<file path="src/rtl/rr_pop_scheduler.sv">
// rtl/rr_pop_scheduler.sv - round-robin burst pop scheduler for four FWFT ingress FIFOs
//
// Ports:
//   clk          rising-edge clock
//   reset        asynchronous active-high reset
//   fifo_empty   per-FIFO empty flags, bit i = FIFO i
//   fifo_data_N  FWFT head word of FIFO N, valid while fifo_empty[N] is low
//   pause        downstream back-pressure; no pop while high
//   pop          one-hot combinational read strobe to the granted FIFO
//   data_out     registered forwarded word
//   valid_out    registered qualifier for data_out
//   demux_sel    registered destination field of data_out
//   grant        index of the FIFO currently or last granted
module rr_pop_scheduler #(
    parameter int DATA_W = 10,
    parameter int BURST  = 4
) (
    input  logic              clk,
    input  logic              reset,
    input  logic [3:0]        fifo_empty,
    input  logic [DATA_W-1:0] fifo_data_0,
    input  logic [DATA_W-1:0] fifo_data_1,
    input  logic [DATA_W-1:0] fifo_data_2,
    input  logic [DATA_W-1:0] fifo_data_3,
    input  logic              pause,
    output logic [3:0]        pop,
    output logic [DATA_W-1:0] data_out,
    output logic              valid_out,
    output logic [1:0]        demux_sel,
    output logic [1:0]        grant
);

    typedef enum logic {
        IDLE  = 1'b0,
        SERVE = 1'b1
    } state_t;

    // Four bits hold BURST-1 for the full legal range 1..15.
    localparam logic [3:0] CNT_LAST = 4'(BURST - 1);

    state_t            state_q, state_d;
    logic [1:0]        ptr_q, ptr_d;
    logic [1:0]        grant_q, grant_d;
    logic [3:0]        cnt_q, cnt_d;
    logic [DATA_W-1:0] data_q, data_d;
    logic              valid_q, valid_d;
    logic [1:0]        sel_q, sel_d;

    logic [DATA_W-1:0] head_word;
    logic [1:0]        pick_idx;
    logic              any_ready;
    logic              pop_fire;

    always_comb begin
        head_word = fifo_data_0;
        case (grant_q)
            2'd0:    head_word = fifo_data_0;
            2'd1:    head_word = fifo_data_1;
            2'd2:    head_word = fifo_data_2;
            default: head_word = fifo_data_3;
        endcase
    end

    // Scan from the farthest offset back to ptr so the nearest non-empty
    // FIFO in rotation order is the last (winning) assignment.
    always_comb begin
        logic [1:0] idx;
        pick_idx  = ptr_q;
        any_ready = ~&fifo_empty;
        for (int k = 3; k >= 0; k--) begin
            idx = ptr_q + 2'(k);
            if (!fifo_empty[idx]) begin
                pick_idx = idx;
            end
        end
    end

    assign pop_fire = (state_q == SERVE) && !pause && !fifo_empty[grant_q];

    always_comb begin
        pop = 4'b0000;
        if (pop_fire) begin
            pop = 4'b0001 << grant_q;
        end
    end

    always_comb begin
        state_d = state_q;
        ptr_d   = ptr_q;
        grant_d = grant_q;
        cnt_d   = cnt_q;
        case (state_q)
            IDLE: begin
                // Arbitration result is committed here; pause is re-checked in SERVE.
                if (!pause && any_ready) begin
                    grant_d = pick_idx;
                    cnt_d   = 4'd0;
                    state_d = SERVE;
                end
            end
            SERVE: begin
                if (fifo_empty[grant_q]) begin
                    ptr_d   = grant_q + 2'd1;
                    cnt_d   = 4'd0;
                    state_d = IDLE;
                end else if (pop_fire) begin
                    if (cnt_q == CNT_LAST) begin
                        ptr_d   = grant_q + 2'd1;
                        cnt_d   = 4'd0;
                        state_d = IDLE;
                    end else begin
                        cnt_d = cnt_q + 4'd1;
                    end
                end
            end
            default: state_d = IDLE;
        endcase
    end

    always_comb begin
        data_d  = data_q;
        sel_d   = sel_q;
        valid_d = pop_fire;
        if (pop_fire) begin
            data_d = head_word;
            sel_d  = head_word[DATA_W-1 -: 2];
        end
    end

    always_ff @(posedge clk or posedge reset) begin
        if (reset) begin
            state_q <= IDLE;
            ptr_q   <= 2'd0;
            grant_q <= 2'd0;
            cnt_q   <= 4'd0;
            data_q  <= '0;
            valid_q <= 1'b0;
            sel_q   <= 2'd0;
        end else begin
            state_q <= state_d;
            ptr_q   <= ptr_d;
            grant_q <= grant_d;
            cnt_q   <= cnt_d;
            data_q  <= data_d;
            valid_q <= valid_d;
            sel_q   <= sel_d;
        end
    end

    assign data_out  = data_q;
    assign valid_out = valid_q;
    assign demux_sel = sel_q;
    assign grant     = grant_q;

endmodule

</file>
<file path="config.mk">
export PLATFORM = sky130hd
export DESIGN_NAME = rr_pop_scheduler
export DESIGN_NICKNAME = d
export VERILOG_FILES = /design/src/rtl/rr_pop_scheduler.sv
export SDC_FILE = /design/constraint.sdc
export NUM_CORES = 1
export LEC_CHECK = 0
export CELL_PAD_IN_SITES_DETAIL_PLACEMENT = 1
export CELL_PAD_IN_SITES_GLOBAL_PLACEMENT = 2
export CORE_UTILIZATION = 22
export DETAILED_ROUTE_END_ITERATION = 8
export PLACE_DENSITY = 0.86
export SLEW_MARGIN = 20
export SYNTH_ARGS = -nofsm -noshare
export SYNTH_HDL_FRONTEND = slang
export SYNTH_SLANG_ARGS = --single-unit
</file>
<file path="constraint.sdc">
create_clock -name clk -period 2.6 [get_ports clk]
set_input_delay 0.52 -clock clk [delete_from_list [all_inputs] [get_ports clk]]
set_output_delay 0.52 -clock clk [all_outputs]
set_load 0.005 [all_outputs]
</file>
==> summary.md <==
| Metric | Value |
|---|---|
| Simple-gate area share of the yosys netlist | 0.142 |
| Fillers | 641 |
| First-pass GRT wire length | 6.86 mm |
| Sw Share | 0.349 |
| Non-Filler Instances | 279 |
| Area Overhead vs Synth | 67.8% |
| Post-layout util | 0.388 |
| Final HPWL DP | 3.08 mm |
| Syn Inst Count | 126 |
| Initial drt markers | 69 |
| # Max-Cap Violations | 0 |
| Drt drc | 0 |
| Worst-Margin Slew | 0.598 ns |
| Vias | 1,310 |
| Initial antenna violation count | 0 |
| CTS Root Cell | clkbuf_8 |
| Share of flip-flops with an asynchronous set or reset | 1.00 |
| Row count | 27 |
| Clk Latency, worst-skew pair | 0.25 ns |
| Max-slew violations | 0 |
| Data required time of the critical path | 2.08 ns |
| Clock power share | 0.106 |
| Clock Sinks | 20 |
| Syn Nets | 179 |
| Unrepaired setup endpoints after global routing | no |
| Skew final | 0.000882 ns |
| Fin crit share | 0.964 |
| I/O pins | 66 |
| Rel. slew slack | 0.602 |
| Pint | 1220 uW |
| Post-Syn Area | 1290 um^2 |
| Crit. End Element | output port |
| Initial core utilization | 0.231 |
| Antenna fix cells | 0 |
| Adder-cell share of the synthesized area | 0.0583 |
| Die area | 6170 um^2 |
| Number of global-route vias before repair | 1,364 |
| Post-synth EDFFs | 0 |
| Synthesized area per cell | 10.2 um^2 |
| Final setup fails | 0 |
| WL final | 4.05 mm |
| Hold WC Path Type | register to register |
| Clk buf depth | 2 |
| GRT Total Usage | 0.142 |
| Overall die width | 78.5 um |
| Synth Area in Compound Gates | 0.217 |
| Startpoint Class | input pin |
| CTS tree | yes |
| Share of layout cells above drive strength 1 | 0.222 |
| Synthesized flop and latch total | 20 |
| Gr ovfl total | 0 |
| Crit path max fanout | 3 |
| Status | completed |
| Vias/cell | 4.70 |
| Combinational family with the most area after synthesis | compound AO/OA/AOI/OAI gates |
| Part of the power in combinational logic | 0.597 |
| Worst VDD drop | 0.300 mV |
| Fin. Hold Viols | 0 |
| Crit path DAT | 1.99 ns |
| WS Path Type | input pin to output port |
| Power per standard cell area | 869 nW/um^2 |
| Largest net degree at the start of global routing | 21 |
| Drt wl/cell | 14.5 um |
| Mux contribution to synthesized area | 0.125 |
| Cts bufs inserted | 3 |
| Routability cong. | 0.713 |
| Die height | 78.5 um |
| DRT antenna net count | 0 |
| Crit path time final | 2.51 ns |
| Sequential cell area | 500 um^2 |
| Sequential power share | 0.297 |
| Maximum clock frequency | 399 MHz |
| Clk slew on worst S/H paths | 0.07 ns |
| P_leak | 0.000922 uW |
| Post-Synth XOR/XNOR Area | 0.0136 |
| Multi-input gate area | 716 um^2 |
| Core Region | 5570 um^2 |
| Seq/Total Area, Yosys | 0.388 |
| Placed insts | 272 |
| First drt pass iteration count | 4 |
| Switching pwr | 655 uW |
| PortBufs | 65 |
| H-Tree Level Count | 1 |
| Final #Nets | 262 |
| Distinct cells, synth | 34 |
| YS warnings | 0 |
| Top_reg_cell synth | dfrtp_1 |
| Setup TNS | 0 ns |
-- logic make-up (layout without fill, tap and decap cells) --
family | after synthesis | count (layout)
xor gates and xnor gates | 2 | 2
AOI/OAI and AO/OA | 39 | 39
and+or+nand+nor | 34 | 34
DFF | 20 | 20
buffers and inverters | 13 | 94
muxes | 12 | 12
adders and majority gates | 6 | 6
-- worst paths after layout --
kind                       slack (ns)     endpoint           from  cells after the start
setup reg to reg                 0.61  data_out[4]       grant[0]                      7
setup / recovery                 0.09       pop[0]  fifo_empty[3]                      8
hold / removal                   0.52  data_out[6]    data_out[6]                      1
max in group asynchronous        1.79  data_out[8]          reset                      3
min in group asynchronous        0.59  data_out[0]          reset                      3
hold reg to reg                  0.52  data_out[6]    data_out[6]                      1
-- power by group through the flow --
stage	logic (uW)	registers (uW)	clock network, uW
4_1_cts	1140	563	212
6_report	1120	558	199
3_5_place_dp	1120	566	0
3_3_place_gp	1100	561	0
2_1_floorplan	584	562	0
5_1_grt	1250	591	225
-- final cells by class --
class,count,area share
well taps,72,0.0417
inverters,5,0.00868
repair buffers,86,0.368
clock buffers,3,0.0191
multi-input cells,93,0.331
flip-flops and latches,20,0.231
-- worst max-delay path, cell delays in order --
cell	delay [ns]
clkdlybuf4s15_1	0.17
mux4_2	0.52
nor3b_4	0.22
buf_6	0.13
buf_4	0.10
buf_4	0.10
and2_2	0.13
buf_2	0.10
-- timing repair --
action / in CTS / in global routing
setup buffers: 4 / 0
hold endpoints to repair: 0 / 0
pin swaps: 1 / 1
endpoints found under the setup margin: 4 / 3
hold buffers: 0 / 0
resized for setup: 16 / 5
-- Yosys cell counts, drive strengths merged (3+ instances only) --
| library cell | instances | area [um^2] |
|---|---|---|
| ha | 6 | 75.1 |
| buf | 3 | 30.0 |
| nand2 | 14 | 52.6 |
| inv | 5 | 18.8 |
| and2 | 4 | 30.0 |
| clkbuf | 4 | 15.0 |
| a222oi | 10 | 100 |
| o21ai | 17 | 85.1 |
| mux2 | 11 | 139 |
| nor2 | 6 | 22.5 |
| dfrtp | 20 | 500 |
-- metal layers --
layer  part of all wire  GRT usage
met1               0.46      0.183
met2               0.45      0.237
met3              0.083     0.0279
met4             0.0076     0.0444
met5                  0          0
-- flip-flops by register name, summed over array words and instances (netlist names) --
signal     cells
cnt_q          4
data_out      10
grant          2
ptr_q          2
state_q        1
valid_out      1
-- placed cells by master (no fill, tap or decap), types with 2 or more instances in the layout --
master / Yosys / routed
nand2_1: 14 / 14
a21oi_1: 2 / 2
a222oi_1: 10 / 10
nor2_1: 6 / 6
xor2_1: 2 / 2
and2_2: 4 / 4
ha_1: 6 / 6
clkbuf_8: 0 / 3
nand3_1: 2 / 2
dfrtp_1: 20 / 20
buf_2: 0 / 2
mux2_2: 7 / 7
mux2_4: 4 / 4
nand2b_1: 2 / 2
clkdlybuf4s15_1: 0 / 4
clkdlybuf4s50_1: 0 / 57
inv_1: 5 / 5
buf_4: 2 / 20
nor2b_1: 2 / 2
o21ai_0: 17 / 17
-- stage by stage --
step / cell area (um^2) / hold WS, ns / total power, uW / setup WS [ns]
final: 2160 / 0.515 / 1880 / 0.0931
after global routing: 2160 / 0.539 / 2070 / 0.00506
after CTS: 2160 / 0.523 / 1910 / 0.00586
after detailed placement: 2100 / 0.504 / 1680 / -0.420
after global placement: 2100 / 0.490 / 1660 / -0.359
after floorplan: 1290 / 0.484 / 1150 / 0.359
No activity file was read; power rests on OpenSTA's default activity.
